--- src/rtl/lc3_reg_file_pkg.sv ---
// Shared LC-3 constants: datapath width, register-file geometry and the
// N/Z/P condition-code encodings.
package lc3_reg_file_pkg;

   localparam int WIDTH_DEF = 16;
   localparam int NUM_REGS  = 8;
   localparam int REG_IDX_W = 3;

   typedef logic [2:0] cc_t;

   localparam cc_t CC_N = 3'b100;
   localparam cc_t CC_Z = 3'b010;
   localparam cc_t CC_P = 3'b001;

endpackage

--- src/rtl/lc3_reg_file_dec.sv ---
// 3-to-8 one-hot decoder. Enable gating is left to the caller.
module decoder_3_8
   import lc3_reg_file_pkg::*;
(
   input  logic [REG_IDX_W-1:0] sel_i,
   output logic [NUM_REGS-1:0]  dec_o
);

   // One bit per register, set at the selected index
   always_comb begin
      dec_o = '0;
      dec_o[sel_i] = 1'b1;
   end

endmodule

--- src/rtl/lc3_reg_file.sv ---
// LC-3 general-purpose register file: R0..R7, two combinational read ports
// with same-cycle write forwarding, and the N/Z/P condition-code register.
module lc3_reg_file
   import lc3_reg_file_pkg::*;
#(
   parameter int WIDTH = WIDTH_DEF
) (
   input  logic                 clk,
   input  logic                 reset,
   input  logic                 ld_reg,
   input  logic [REG_IDX_W-1:0] dr,
   input  logic [WIDTH-1:0]     din,
   input  logic                 ld_cc,
   input  logic [REG_IDX_W-1:0] sr1,
   input  logic [REG_IDX_W-1:0] sr2,
   output logic [WIDTH-1:0]     sr1_out,
   output logic [WIDTH-1:0]     sr2_out,
   output logic                 n,
   output logic                 z,
   output logic                 p
);

   logic [NUM_REGS-1:0] dec;
   logic [NUM_REGS-1:0] we;
   logic [WIDTH-1:0]    regs_q [NUM_REGS];
   logic [WIDTH-1:0]    regs_d [NUM_REGS];
   cc_t                 cc_q, cc_d;
   cc_t                 cc_new;

   decoder_3_8 u_dec (
      .sel_i (dr),
      .dec_o (dec)
   );

   // Write enables: decoded destination qualified by the register load strobe
   always_comb begin
      we = dec & {NUM_REGS{ld_reg}};
   end

   // Array next state: enabled entry takes the write-back bus, others hold
   always_comb begin
      for (int i = 0; i < NUM_REGS; i++) begin
         regs_d[i] = we[i] ? din : regs_q[i];
      end
   end

   // Array state; reset wins over any write in the same cycle
   always_ff @(posedge clk) begin
      for (int i = 0; i < NUM_REGS; i++) begin
         if (reset) regs_q[i] <= '0;
         else       regs_q[i] <= regs_d[i];
      end
   end

   // Read ports: a write to the addressed register this cycle bypasses the array
   always_comb begin
      sr1_out = regs_q[sr1];
      sr2_out = regs_q[sr2];
      if (ld_reg && (dr == sr1)) sr1_out = din;
      if (ld_reg && (dr == sr2)) sr2_out = din;
   end

   // Sign/zero classification of the write-back value
   always_comb begin
      if (din[WIDTH-1])    cc_new = CC_N;
      else if (din == '0)  cc_new = CC_Z;
      else                 cc_new = CC_P;
      cc_d = ld_cc ? cc_new : cc_q;
   end

   // Condition-code register; reset leaves Z set so exactly one flag is high
   always_ff @(posedge clk) begin
      if (reset) cc_q <= CC_Z;
      else       cc_q <= cc_d;
   end

   // Flags come straight from state, no bypass
   always_comb begin
      {n, z, p} = cc_q;
   end

endmodule

--- config.mk ---
export PLATFORM = sky130hd
export DESIGN_NAME = lc3_reg_file
export DESIGN_NICKNAME = d
export VERILOG_FILES = /design/src/rtl/lc3_reg_file_pkg.sv /design/src/rtl/lc3_reg_file_dec.sv /design/src/rtl/lc3_reg_file.sv
export SDC_FILE = /design/constraint.sdc
export NUM_CORES = 1
export LEC_CHECK = 0
export ABC_AREA = 1
export CAP_MARGIN = 30
export CORE_MARGIN = 2
export CORE_UTILIZATION = 59
export DETAILED_ROUTE_END_ITERATION = 16
export MAX_ROUTING_LAYER = met4
export PLACE_DENSITY = 0.87
export SYNTH_ARGS = -nofsm -noshare
export SYNTH_HDL_FRONTEND = slang
export SYNTH_SLANG_ARGS = --single-unit
--- constraint.sdc ---
create_clock -name clk -period 2.5 [get_ports clk]
set_input_delay 0.375 -clock clk [delete_from_list [all_inputs] [get_ports clk]]
set_output_delay 0.375 -clock clk [all_outputs]
set_load 0.01 [all_outputs]
# Word level (Yosys, flattened, before mapping)
# Memory sizes are Yosys's and may differ from the RTL's.
# Index checks and enable logic that the tools add are counted.
[word_totals]
register_bits = 3
mem_bits_rw = 128
inputBits = 29
out_inout_bits = 35
elab_cells = 60
memories = 1
[op_classes]
magnitude_cmp = 2
n_eq_ne = 10
n_mux = 25
n_bitwise = 9
n_reduce_logical = 12
[mem_list]
columns = ["name", "words", "width", "read_ports", "rd_clocked_by_memory_dff", "write_ports", "line_no", "rtl"]
rows = [
  ["regs_q", 8, 16, 2, 0, 8, "lc3_reg_file.sv:25", "logic [WIDTH-1:0] regs_q [NUM_REGS];"],
]
[ops]
columns = ["operator", "n"]
rows = [
  ["16-bit 2-to-1 mux", 18],
  ["16-bit zero test", 1],
  ["2-bit AND reduction", 8],
  ["8-bit bitwise AND", 1],
  ["1-bit inequality test, second input constant", 8],
  ["1-bit bitwise OR", 8],
  ["3-bit == test", 2],
  ["3-bit by 4-bit < comparator with 1-bit output, second input constant", 1],
  ["1-bit 2-to-1 mux", 4],
  ["1-bit demux with 3-bit select", 1],
  ["3-bit by 1-bit >= comparator with 1-bit output, second input constant", 1],
  ["1-bit logical AND", 3],
  ["3-bit 2-to-1 mux", 1],
  ["2-bit 2-to-1 mux", 1],
]

# Logic depth before layout (Yosys ltp)
# Gate-level depths: netlist of the first run.
[logic_depth]
ltp_word = 8
ltp_mapped = 10
mapped_depth_nobuf = 8

# Cells and area by module
# From an unflattened synthesis of the first run, not the netlist that was laid out.
[unflattened]
hier_cells = 1104
area_unflattened_um2 = 7988.9
[modules_own_cells]
columns = ["mod", "n_inst", "cells_per_inst", "area_per_inst_um2"]
rows = [
  ["lc3_reg_file", 1, 1089, 7932.6],
  ["decoder_3_8", 1, 15, 56.3],
]

# Least setup slack after synthesis of the first run
# Ideal clock, no wire load.
[synth_path]
path_kind = "input to register"
startpoint = "input port ld_reg"
endpoint = "memory regs_q[7][0] in the netlist's numbering (enable)"
arrival_ns = 1.632
setup_slack_ns = 0.457
stages = 2
cell_sequence = "nand2_1 o21ai_0"
[synth_lines]
columns = ["item", "line_no", "rtl"]
rows = [
  ["from (decl)", "lc3_reg_file.sv:10", "input logic ld_reg,"],
  ["to (decl)", "lc3_reg_file.sv:25", ""],
]

# Worst setup path after layout of the first run
[layout_path]
startpoint = "input port dr[2]"
endpoint = "output port sr2_out[3]"
[layout_between]
elab_chain_len = 3
[layout_rtl]
columns = ["item", "line_no", "rtl"]
rows = [
  ["from (decl)", "lc3_reg_file.sv:11", "input logic [REG_IDX_W-1:0] dr,"],
  ["3-bit == test", "lc3_reg_file.sv:60", "if (ld_reg && (dr == sr2)) sr2_out = din;"],
  ["1-bit logical AND", "lc3_reg_file.sv:60", ""],
  ["16-bit 2-to-1 mux", "lc3_reg_file.sv:60", ""],
  ["to (decl)", "lc3_reg_file.sv:17", "output logic [WIDTH-1:0] sr2_out,"],
]
# No other way between the ends.

==> run_summary.xml, run 1 <==
<?xml version="1.0" encoding="UTF-8"?>
<metrics>
  <group name="run_status">
    <metric name="outcome" unit="">finished, final reports clean</metric>
  </group>
  <group name="power_and_ir_drop">
    <metric name="design_power_total" unit="mW">5.80</metric>
    <metric name="total_leakage_power" unit="nW">4.62</metric>
    <metric name="vdd.ir_drop.worst" unit="mV">0.410</metric>
    <metric name="power_per_cell_area" unit="nW/µm²">607</metric>
  </group>
  <group name="route">
    <metric name="route.detailed.drc" unit="">0</metric>
    <metric name="route.antenna.remaining_nets" unit="">0</metric>
    <metric name="routed-via-count" unit="">8166</metric>
    <metric name="detailedRoute.firstIterationViolations" unit="">1263</metric>
    <metric name="drt-total-wl" unit="mm">26.2</metric>
    <metric name="post_drt_via_cell_ratio" unit="">5.97</metric>
    <metric name="detail_route.first_pass.iterations" unit="">7</metric>
    <metric name="route.detailed.wl_per_inst" unit="µm">19.1</metric>
  </group>
  <group name="layout">
    <metric name="multi_input_comb_area" unit="µm²">3120</metric>
    <metric name="layout.core_utilization" unit="">0.727</metric>
    <metric name="syn_to_final_growth" unit="%">21.5</metric>
    <metric name="final_cell_area" unit="µm²">9560</metric>
    <metric name="post_route_cells_drive_above_1_share" unit="">0.0839</metric>
    <metric name="sequential_cell_area" unit="µm²">3900</metric>
    <metric name="filler_cell_count" unit="">1001</metric>
    <metric name="diodes" unit="">0</metric>
    <metric name="finalNetCount" unit="">1209</metric>
    <metric name="layoutNonFillerInstCount" unit="">1368</metric>
  </group>
  <group name="sta">
    <metric name="timing_worst_slew_pin_value" unit="ns">0.466</metric>
    <metric name="worst_slew_margin_rel" unit="">0.689</metric>
    <metric name="fmaxAchievable" unit="MHz">406</metric>
    <metric name="post_layout_min_period" unit="ns">2.46</metric>
    <metric name="timing.clock.skew" unit="ns">0</metric>
    <metric name="period_share" unit="">0.986</metric>
    <metric name="layout_setup_ws" unit="ns">0.0362</metric>
    <metric name="setup_viol_count_final" unit="">0</metric>
    <metric name="final_hold_viol_count" unit="">0</metric>
    <metric name="report.final.slew_viol_count" unit="">0</metric>
  </group>
  <group name="logic_synthesis">
    <metric name="post-synth-top-count-cell" unit="">nand2_1</metric>
    <metric name="synth_cells" unit="">1094</metric>
    <metric name="post_synth_adder_cell_area" unit="">0</metric>
    <metric name="synth_sequential_area_ratio" unit="">0.496</metric>
    <metric name="synth_top_area_frac" unit="">0.489</metric>
    <metric name="multiplexer_share_of_the_synthesized_area" unit="">0</metric>
    <metric name="synth_flop_cell" unit="">edfxtp_1</metric>
    <metric name="asyncSetResetFlopFracSynth" unit="">0</metric>
    <metric name="synth_compound_gate_area_share" unit="">0.00446</metric>
    <metric name="synth.ff_latch_count" unit="">131</metric>
    <metric name="synth.lib_cells_used.distinct" unit="">17</metric>
    <metric name="avgSynthCellArea" unit="µm²">7.19</metric>
    <metric name="synthesis.yosys.warnings" unit="">0</metric>
    <metric name="area_share_of_xor_xnor_cells_in_the_synthesized_design" unit="">0</metric>
    <metric name="post_synth_and_or_nand_nor_area_fraction" unit="">0.392</metric>
    <metric name="mappedNetlistArea" unit="µm²">7860</metric>
    <metric name="synth_largest_area_cell" unit="">edfxtp_1</metric>
    <metric name="synthesis.nets" unit="">1123</metric>
    <metric name="most_used_standard_cells_in_the_synthesized_netlist" unit="">nand2_1, nand3_1, inv_1, nor2_1, edfxtp_1</metric>
    <metric name="synth_enable_flop_cells" unit="">128</metric>
    <metric name="combinational_family_with_the_most_area_after_synthesis" unit="">simple AND/OR/NAND/NOR gates</metric>
    <metric name="area_contributors_post_synth" unit="">edfxtp_1, nand2_1, nand3_1</metric>
  </group>
  <group name="placed_design">
    <metric name="place.detailed.instances" unit="">1331</metric>
    <metric name="gp_routability_congestion" unit="">0.987</metric>
    <metric name="portBuffers" unit="">63</metric>
    <metric name="detailedPlacementHpwl" unit="mm">16.4</metric>
    <metric name="dp_worst_setup_slack" unit="ns">-0.238</metric>
    <metric name="detailed_place.area" unit="µm²">9040</metric>
  </group>
  <group name="clocking">
    <metric name="cts-buffers-inserted" unit="">17</metric>
    <metric name="ctsHoldBuffers" unit="">0</metric>
    <metric name="clock_latency" unit="ns">0.43</metric>
    <metric name="cts_num_sinks" unit="">131</metric>
    <metric name="clkTransAtPathRegs" unit="ns">0.05</metric>
    <metric name="clock_tree_from_tritoncts" unit="">yes</metric>
    <metric name="ctsHtreeMaxLevel" unit="">4</metric>
    <metric name="cts-root-to-sink-buffers" unit="">2</metric>
    <metric name="root_buffer" unit="">clkbuf_16</metric>
  </group>
  <group name="die">
    <metric name="top_ports" unit="">64</metric>
    <metric name="die_area" unit="µm²">14300</metric>
    <metric name="fp.dieH" unit="µm">119</metric>
    <metric name="core_area" unit="µm²">13100</metric>
    <metric name="die_width" unit="µm">119</metric>
    <metric name="start_util" unit="">0.599</metric>
    <metric name="num_rows" unit="">42</metric>
  </group>
  <group name="global_routing">
    <metric name="grt_first_pass_wirelength" unit="mm">40.4</metric>
    <metric name="grt_antenna_before_repair" unit="">0</metric>
    <metric name="global_route.overflow_total" unit="">0</metric>
    <metric name="grt_start_max_net_pins" unit="">65</metric>
    <metric name="global_route.usage.total" unit="">0.385</metric>
    <metric name="grt_pass1_vias" unit="">7917</metric>
  </group>
  <group name="critical_path">
    <metric name="arrival_time_reported_for_the_critical_path_endpoint" unit="ns">2.09</metric>
    <metric name="critical_path_peak_fanout" unit="">5</metric>
    <metric name="nature_of_the_critical_path_startpoint" unit="">input port</metric>
    <metric name="r2r.worst_path.cells" unit="">2</metric>
    <metric name="timing.critical_path.to_type" unit="">output port</metric>
    <metric name="cp.required" unit="ns">2.12</metric>
    <metric name="crit_type" unit="">in -&gt; out</metric>
  </group>
  <group name="run">
    <metric name="max_cap_violations" unit="">0</metric>
  </group>
  <group name="min_path">
    <metric name="timing.hold.worst.class" unit="">reg -&gt; reg</metric>
    <metric name="timing.hold.worst_path_depth" unit="">2</metric>
  </group>
</metrics>
-- power breakdown --
group,switching (mW),internal [mW],leakage (nW),total [mW]
combinational,0.706,0.388,3.12,1.09
clock,0.874,1.23,0.235,2.11
sequential,0.0439,2.56,1.26,2.60
-- per-stage QoR --
step                      hold slack, ns  setup TNS, ns
after floorplan                    0.444              0
after global placement             0.458          -4.99
after detailed placement           0.474          -6.23
after CTS                          0.481              0
after global routing               0.513        -0.0995
final                              0.477              0
-- cells by family after synthesis --
group | Yosys count
AO/OA/AOI/OAI | 7
flip-flops | 131
buffers and inverters | 214
AND/OR/NAND/NOR | 742
-- area by class of cell --
cell class / instances / area share
Clock buffer: 22 / 0.0465
Clock inverter: 9 / 0.00432
Inverter: 153 / 0.0606
Multi-Input combinational cell: 749 / 0.327
Sequential cell: 131 / 0.408
Tap cell: 176 / 0.0230
Timing Repair Buffer: 128 / 0.130
-- flip-flops by register name (all words and copies together) (netlist names) --
register	count
regs_q	128
cc_q	3
-- worst max-delay path: stages --
cell,delay (ns)
dlygate4sd2_1,0.29
buf_4,0.16
nand2_1,0.07
nand2_1,0.10
nor2_1,0.16
nand2_2,0.12
inv_4,0.10
buf_4,0.12
buf_4,0.11
buf_4,0.12
nand2_1,0.05
nand2_1,0.06
dlygate4sd2_1,0.26
-- path summary, 6_finish.rpt --
check,slack [ns],startpoint,endpoint
worst max-delay path,0.04,dr[2],sr2_out[3]
worst min-delay path,0.48,cc_q[0],cc_q[0]
worst max register to register,1.87,cc_q[1],cc_q[1]
worst min register to register,0.48,cc_q[0],cc_q[0]
-- cell usage in the layout (no fill, tap or decap), types with 5 or more instances in the layout --
master / netlist / layout
buf_12: 0 / 13
dlygate4sd2_1: 0 / 35
inv_2: 5 / 5
edfxtp_1: 128 / 128
clkbuf_1: 25 / 5
nor2_1: 147 / 147
buf_4: 3 / 49
clkinv_1: 1 / 6
clkdlybuf4s50_1: 0 / 22
nand3_1: 229 / 228
inv_1: 147 / 145
clkbuf_16: 0 / 17
nand2_1: 363 / 363
-- per-layer routing --
metal | vias up | GRT usage | part of all wire
met5 | - | - | 0
met1 | 3662 | 0.467 | 0.34
li1 | 3629 | - | -
met3 | 150 | 0.109 | 0.15
met4 | 0 | 0.210 | 0.054
met2 | 725 | 0.585 | 0.46
-- timing repair --
action | in CTS | in global routing
pin swaps | 1 | 1
gates resized for setup | 45 | 7
hold endpoints to repair | 0 | 0
setup endpoints to repair | 32 | 17
buffers inserted | 4 | 2
Note: power is estimated with default switching activity, not from simulation.
==> inputs of run 2 (changes only) <==
ABC_AREA = not set   (was 1)
CORE_UTILIZATION = 53   (was 59)
PLACE_DENSITY = 0.83   (was 0.87)
clock period = 2.16 ns   (was 2.5 ns; I/O delays follow)
==> run_summary.xml, run 2 <==
<?xml version="1.0" encoding="UTF-8"?>
<metrics>
  <group name="clocking">
    <metric name="ctsHtreeMaxLevel" unit="">4</metric>
    <metric name="cts_num_sinks" unit="">131</metric>
    <metric name="cts-root-to-sink-buffers" unit="">2</metric>
    <metric name="clkTransAtPathRegs" unit="ns">0.05</metric>
    <metric name="cts-buffers-inserted" unit="">17</metric>
    <metric name="clock_latency" unit="ns">0.41</metric>
    <metric name="clock_tree_from_tritoncts" unit="">yes</metric>
    <metric name="root_buffer" unit="">clkbuf_16</metric>
  </group>
  <group name="logic_synthesis">
    <metric name="synth_top_area_frac" unit="">0.521</metric>
    <metric name="synth_enable_flop_cells" unit="">128</metric>
    <metric name="synth_cells" unit="">518</metric>
    <metric name="avgSynthCellArea" unit="µm²">14.2</metric>
    <metric name="synth.ff_latch_count" unit="">131</metric>
    <metric name="synth_sequential_area_ratio" unit="">0.529</metric>
    <metric name="synth.lib_cells_used.distinct" unit="">31</metric>
    <metric name="area_contributors_post_synth" unit="">edfxtp_1, mux4_2, and2_1</metric>
    <metric name="synth_largest_area_cell" unit="">edfxtp_1</metric>
    <metric name="asyncSetResetFlopFracSynth" unit="">0</metric>
    <metric name="most_used_standard_cells_in_the_synthesized_netlist" unit="">and2_1, edfxtp_1, mux4_2</metric>
    <metric name="synth_flop_cell" unit="">edfxtp_1</metric>
    <metric name="synthesis.yosys.warnings" unit="">0</metric>
    <metric name="mappedNetlistArea" unit="µm²">7380</metric>
    <metric name="synthesis.nets" unit="">547</metric>
  </group>
  <group name="global_routing">
    <metric name="global_route.usage.total" unit="">0.309</metric>
    <metric name="grt_antenna_before_repair" unit="">0</metric>
    <metric name="grt_start_max_net_pins" unit="">21</metric>
    <metric name="grt_first_pass_wirelength" unit="mm">31.3</metric>
    <metric name="grtUsageMet1" unit="">0.365</metric>
    <metric name="grt.busiest_layer" unit="">met2</metric>
    <metric name="grt_pass1_vias" unit="">5368</metric>
    <metric name="grtUsageMet3" unit="">0.0618</metric>
    <metric name="global_route.overflow_total" unit="">0</metric>
    <metric name="grt_met2_use" unit="">0.516</metric>
  </group>
  <group name="run">
    <metric name="max_cap_violations" unit="">0</metric>
  </group>
  <group name="min_path">
    <metric name="timing.hold.worst.class" unit="">reg -&gt; reg</metric>
  </group>
  <group name="power_and_ir_drop">
    <metric name="vdd.ir_drop.worst" unit="mV">0.583</metric>
    <metric name="design_power_total" unit="mW">6.95</metric>
    <metric name="power_per_cell_area" unit="nW/µm²">733</metric>
    <metric name="total_leakage_power" unit="nW">3.56</metric>
  </group>
  <group name="placed_design">
    <metric name="gp_routability_congestion" unit="">0.857</metric>
    <metric name="portBuffers" unit="">63</metric>
    <metric name="place.detailed.instances" unit="">775</metric>
    <metric name="detailedPlacementHpwl" unit="mm">12.5</metric>
  </group>
  <group name="die">
    <metric name="top_ports" unit="">64</metric>
    <metric name="fp.dieH" unit="µm">122</metric>
    <metric name="num_rows" unit="">43</metric>
    <metric name="start_util" unit="">0.538</metric>
    <metric name="die_width" unit="µm">122</metric>
    <metric name="core_area" unit="µm²">13700</metric>
    <metric name="die_area" unit="µm²">14900</metric>
  </group>
  <group name="sta">
    <metric name="report.final.slew_viol_count" unit="">0</metric>
    <metric name="fmaxAchievable" unit="MHz">457</metric>
    <metric name="worst_slew_margin_rel" unit="">0.451</metric>
    <metric name="final_hold_viol_count" unit="">0</metric>
    <metric name="setup_viol_count_final" unit="">2</metric>
    <metric name="period_share" unit="">1.01</metric>
    <metric name="timing.clock.skew" unit="ns">0</metric>
    <metric name="timing_worst_slew_pin_value" unit="ns">0.822</metric>
    <metric name="layout_setup_ws" unit="ns">-0.0301</metric>
    <metric name="setup_repair_after_global_routing_missed_its_margin" unit="">yes</metric>
    <metric name="post_layout_min_period" unit="ns">2.19</metric>
  </group>
  <group name="route">
    <metric name="drt-total-wl" unit="mm">21.9</metric>
    <metric name="detailedRoute.firstIterationViolations" unit="">890</metric>
    <metric name="route.detailed.drc" unit="">0</metric>
    <metric name="route.antenna.remaining_nets" unit="">0</metric>
    <metric name="detail_route.first_pass.iterations" unit="">5</metric>
    <metric name="post_drt_via_cell_ratio" unit="">6.50</metric>
    <metric name="route.detailed.wl_per_inst" unit="µm">26.8</metric>
    <metric name="routed-via-count" unit="">5321</metric>
  </group>
  <group name="run_status">
    <metric name="violations" unit="">setup timing</metric>
    <metric name="outcome" unit="">complete, but fails checks</metric>
  </group>
  <group name="layout">
    <metric name="largest-register" unit="">regs_q</metric>
    <metric name="largest_reg_flops" unit="">128</metric>
    <metric name="diodes" unit="">0</metric>
    <metric name="layoutNonFillerInstCount" unit="">819</metric>
    <metric name="largest_registers" unit="">regs_q (128), cc_q (3)</metric>
    <metric name="filler_cell_count" unit="">883</metric>
    <metric name="finalNetCount" unit="">657</metric>
    <metric name="layout.cells.most_common_list" unit="">and2_1, edfxtp_1, mux4_2</metric>
    <metric name="sequential_cell_area" unit="µm²">3900</metric>
    <metric name="post_route_cells_drive_above_1_share" unit="">0.347</metric>
    <metric name="multi_input_comb_area" unit="µm²">3300</metric>
    <metric name="syn_to_final_growth" unit="%">28.5</metric>
  </group>
  <group name="critical_path">
    <metric name="timing.critical_path.to_type" unit="">output port</metric>
    <metric name="arrival_time_reported_for_the_critical_path_endpoint" unit="ns">1.87</metric>
    <metric name="cp.required" unit="ns">1.84</metric>
    <metric name="critical_path_peak_fanout" unit="">2</metric>
    <metric name="reg2reg_setup_slack" unit="ns">1.45</metric>
    <metric name="crit_type" unit="">reg -&gt; out</metric>
    <metric name="nature_of_the_critical_path_startpoint" unit="">register</metric>
  </group>
</metrics>
[run 2: cell types whose count changed after synthesis, sizes merged, moves of 33 or more]
cell	before	now
and2	0	128
mux4	0	64
inv	152	1
nand3	229	0
nand2	365	2
nor2	148	42
mux2i	0	33
[run 2: path summary, 6_finish.rpt]
path                start          to  cells after the start
max          regs_q[3][2]  sr1_out[2]                      4
min               cc_q[1]     cc_q[1]                      2
max reg2reg       cc_q[0]     cc_q[0]                      2
min reg2reg       cc_q[1]     cc_q[1]                      2
[run 2: final cells by class]
class,instances,share of cell area
Sequential cell,131,0.412
Multi-Input combinational cell,333,0.348
Timing Repair Buffer,144,0.160
Clock buffer,21,0.0465
Tap cell,180,0.0238
Clock inverter,9,0.00950
Inverter,1,0.000396
[run 2: worst max-delay path, cell delays in order, from the launching register on]
cell      delay, ns
edfxtp_1       0.41
mux4_2         0.51
mux2i_2        0.26
a21oi_1        0.12
buf_2          0.16
[run 2: metal layers]
layer  part of all wire  up-vias
li1                   -     2164
met1               0.35     2697
met2               0.52      365
met3              0.090       95
met4              0.043        0
met5                  0        -
[run 2: cells by family (layout without fill, tap and decap cells)]
| family | count (synthesis) | count (layout) | share of synthesized area |
|---|---|---|---|
| simple gates | 187 | 187 | 0.152 |
| buf+inv | 54 | 175 | 0.0388 |
| xor+xnor | 6 | 6 | 0.00712 |
| compound gates | 43 | 43 | 0.0327 |
| flops | 131 | 131 | 0.529 |
| mux | 97 | 97 | 0.240 |
[run 2: power by group]
group	internal [mW]	leakage, nW	switching (mW)
Sequential	2.97	1.26	0.0955
Clock	1.66	0.260	1.01
Combinational	0.628	2.04	0.584
Total	5.25	3.56	1.69
[run 2: metrics by stage]
step / hold WS [ns] / TNS [ns] / worst slack, ns / cell area [µm²] / utilization
4_1_cts: 0.503 / -0.0215 / -0.0215 / 9490 / 0.692
5_1_grt: 0.539 / -0.131 / -0.0583 / 9480 / 0.691
6_report: 0.504 / -0.0391 / -0.0301 / 9480 / 0.691
3_3_place_gp: 0.463 / -16.80 / -0.482 / 8730 / 0.637
3_5_place_dp: 0.483 / -18.63 / -0.500 / 8730 / 0.637
2_1_floorplan: 0.426 / 0 / 0.200 / 7380 / -
[run 2: timing repair]
item,CTS,global route
buffers inserted,5,4
pin swaps,7,6
endpoints found under the setup margin,32,30
cloned,5,0
hold endpoints to repair,0,0
hold buffers,0,0
gates resized for setup,97,44
==> inputs of run 3 (changes only) <==
GPL_TIMING_DRIVEN = 0   (was not set)
==> run_summary.xml, run 3 (same netlist as run 2, synthesis figures left out) <==
<?xml version="1.0" encoding="UTF-8"?>
<metrics>
  <group name="sta">
    <metric name="post_layout_min_period" unit="ns">2.18</metric>
    <metric name="final_hold_viol_count" unit="">0</metric>
    <metric name="worst_slew_margin_rel" unit="">0.400</metric>
    <metric name="timing.clock.skew" unit="ns">0</metric>
    <metric name="timing_worst_slew_pin_value" unit="ns">0.901</metric>
    <metric name="layout_setup_ws" unit="ns">-0.0231</metric>
    <metric name="timing.hold.ws" unit="ns">0.505</metric>
    <metric name="fmaxAchievable" unit="MHz">458</metric>
    <metric name="report.final.slew_viol_count" unit="">0</metric>
    <metric name="setup_viol_count_final" unit="">1</metric>
    <metric name="period_share" unit="">1.01</metric>
    <metric name="setup_repair_after_global_routing_missed_its_margin" unit="">no</metric>
  </group>
  <group name="layout">
    <metric name="syn_to_final_growth" unit="%">20.9</metric>
    <metric name="diodes" unit="">0</metric>
    <metric name="largest_registers" unit="">regs_q (128), cc_q (3)</metric>
    <metric name="largest-register" unit="">regs_q</metric>
    <metric name="layout.cells.most_common_list" unit="">and2_1, edfxtp_1, mux4_2</metric>
    <metric name="largest_reg_flops" unit="">128</metric>
    <metric name="finalNetCount" unit="">631</metric>
    <metric name="filler_cell_count" unit="">969</metric>
    <metric name="multi_input_comb_area" unit="µm²">3220</metric>
    <metric name="post_route_cells_drive_above_1_share" unit="">0.302</metric>
    <metric name="sequential_cell_area" unit="µm²">3900</metric>
    <metric name="layoutNonFillerInstCount" unit="">795</metric>
  </group>
  <group name="critical_path">
    <metric name="reg2reg_setup_slack" unit="ns">1.47</metric>
    <metric name="critical_path_peak_fanout" unit="">10</metric>
    <metric name="timing.rr.end" unit="">cc_q[0]</metric>
    <metric name="r2r.worst_path.cells" unit="">2</metric>
    <metric name="crit_type" unit="">in -&gt; out</metric>
    <metric name="arrival_time_reported_for_the_critical_path_endpoint" unit="ns">1.86</metric>
    <metric name="timing.critical_path.to_type" unit="">output port</metric>
    <metric name="critical_path.reg2reg.startpoint" unit="">cc_q[0]</metric>
    <metric name="cp.required" unit="ns">1.84</metric>
    <metric name="nature_of_the_critical_path_startpoint" unit="">input port</metric>
  </group>
  <group name="global_routing">
    <metric name="grt_met2_use" unit="">0.495</metric>
    <metric name="global_route.overflow_total" unit="">0</metric>
    <metric name="grt.busiest_layer" unit="">met2</metric>
    <metric name="grt_pass1_vias" unit="">5518</metric>
    <metric name="grt_first_pass_wirelength" unit="mm">31.4</metric>
    <metric name="grtUsageMet1" unit="">0.372</metric>
    <metric name="grtUsageMet3" unit="">0.0665</metric>
    <metric name="grt_antenna_before_repair" unit="">0</metric>
    <metric name="global_route.usage.total" unit="">0.307</metric>
    <metric name="grt_start_max_net_pins" unit="">17</metric>
  </group>
  <group name="placed_design">
    <metric name="portBuffers" unit="">55</metric>
    <metric name="dp_worst_setup_slack" unit="ns">-0.817</metric>
    <metric name="gp_routability_congestion" unit="">0.831</metric>
    <metric name="place.detailed.instances" unit="">759</metric>
    <metric name="detailedPlacementHpwl" unit="mm">13.6</metric>
  </group>
  <group name="route">
    <metric name="routed-via-count" unit="">5160</metric>
    <metric name="detailedRoute.firstIterationViolations" unit="">758</metric>
    <metric name="detail_route.first_pass.iterations" unit="">5</metric>
    <metric name="route.antenna.remaining_nets" unit="">0</metric>
    <metric name="route.detailed.wl_per_inst" unit="µm">26.8</metric>
    <metric name="post_drt_via_cell_ratio" unit="">6.49</metric>
    <metric name="drt-total-wl" unit="mm">21.3</metric>
    <metric name="route.detailed.drc" unit="">0</metric>
  </group>
  <group name="run_status">
    <metric name="outcome" unit="">complete, but fails checks</metric>
    <metric name="violations" unit="">setup timing</metric>
  </group>
  <group name="die">
    <metric name="die_width" unit="µm">122</metric>
    <metric name="die_area" unit="µm²">14900</metric>
    <metric name="core_area" unit="µm²">13700</metric>
    <metric name="num_rows" unit="">43</metric>
    <metric name="fp.dieH" unit="µm">122</metric>
    <metric name="start_util" unit="">0.538</metric>
    <metric name="top_ports" unit="">64</metric>
  </group>
  <group name="power_and_ir_drop">
    <metric name="comb_power_share" unit="">0.146</metric>
    <metric name="power.clock.fraction" unit="">0.436</metric>
    <metric name="power.sequential.fraction" unit="">0.418</metric>
    <metric name="power_dissipated_by_switching_net_loads" unit="mW">1.74</metric>
    <metric name="design_power_total" unit="mW">7.30</metric>
    <metric name="vdd.ir_drop.worst" unit="mV">0.609</metric>
    <metric name="total_leakage_power" unit="nW">3.31</metric>
    <metric name="swShare" unit="">0.239</metric>
    <metric name="power_per_cell_area" unit="nW/µm²">818</metric>
    <metric name="cell_internal_pwr" unit="mW">5.55</metric>
  </group>
  <group name="clocking">
    <metric name="clock_tree_from_tritoncts" unit="">yes</metric>
    <metric name="ctsHtreeMaxLevel" unit="">4</metric>
    <metric name="clkTransAtPathRegs" unit="ns">0.06</metric>
    <metric name="root_buffer" unit="">clkbuf_16</metric>
    <metric name="cts-buffers-inserted" unit="">17</metric>
    <metric name="clock_latency" unit="ns">0.42</metric>
    <metric name="cts_num_sinks" unit="">131</metric>
    <metric name="cts-root-to-sink-buffers" unit="">2</metric>
  </group>
  <group name="run">
    <metric name="max_cap_violations" unit="">0</metric>
  </group>
  <group name="min_path">
    <metric name="worstHoldStart" unit="">cc_q[1]</metric>
    <metric name="min_to" unit="">cc_q[1]</metric>
    <metric name="timing.hold.worst.class" unit="">reg -&gt; reg</metric>
    <metric name="timing.hold.worst_path_depth" unit="">2</metric>
  </group>
</metrics>
[run 3: cell types whose count changed in the layout (fill, tap and decap cells not counted), moves of 4 or more]
cell             change
buf_2                +8
mux2i_1              +5
clkinv_1             -4
buf_8                +5
buf_12              -21
clkbuf_2             +6
xnor2_1              +4
clkbuf_1            +14
clkdlybuf4s15_2      -4
o21bai_1             -6
o21bai_2             +6
buf_4               -31
clkinv_4             +4
[run 3: area by class of cell]
| cell class | count | share of cell area |
|---|---|---|
| sequential | 131 | 0.438 |
| timing repair buffer | 66 | 0.0635 |
| tap | 180 | 0.0252 |
| clock buffer | 19 | 0.0496 |
| multi-input combinational | 333 | 0.361 |
| inverter | 1 | 0.000421 |
| clock inverter | 13 | 0.0233 |
| buffer | 52 | 0.0395 |
[run 3: layer usage]
| metal | vias to the layer above | share of wire |
|---|---|---|
| met5 | - | 0 |
| met4 | 0 | 0.037 |
| met3 | 72 | 0.097 |
| met2 | 344 | 0.51 |
| met1 | 2642 | 0.35 |
| li1 | 2102 | - |
[run 3: through the flow]
step | TNS [ns] | area (µm²) | utilization
floorplan | 0 | 7380 | -
global placement | -103.12 | 8160 | 0.594
detailed placement | -32.23 | 8280 | 0.603
CTS | 0 | 9000 | 0.656
global route | 0 | 8920 | 0.650
finish | -0.0231 | 8920 | 0.650
[run 3: worst max path at each step]
stage,end,startpoint,cells past startpoint
after floorplan,regs_q[1][0],dr[1],3
after global placement,regs_q[5][8],dr[2],3
after detailed placement,sr1_out[14],dr[2],6
after CTS,sr1_out[11],regs_q[4][11],4
after global routing,sr2_out[14],regs_q[7][14],4
final,sr2_out[9],sr2[1],6
[run 3: what timing repair did]
| action | CTS | global route |
|---|---|---|
| gates resized for setup | 85 | 36 |
| cloned | 1 | 0 |
| pin swaps | 4 | 1 |
| hold buffers | 0 | 0 |
| setup endpoints to repair | 32 | 27 |
| buffers inserted | 4 | 0 |
[run 3: critical path: stages]
cell	delay [ns]
clkbuf_1	0.32
buf_4	0.33
mux4_2	0.33
mux2i_1	0.18
a21oi_1	0.12
clkdlybuf4s15_1	0.25
[run 3: power groups by stage]
stage          sequential (mW)  combinational [mW]  clock [mW]
3_3_place_gp              3.07                1.05           0
2_1_floorplan             3.06               0.641           0
4_1_cts                   3.05                1.07        3.17
5_1_grt                   3.06                1.12        3.29
3_5_place_dp              3.09                1.11           0
6_report                  3.05                1.07        3.18
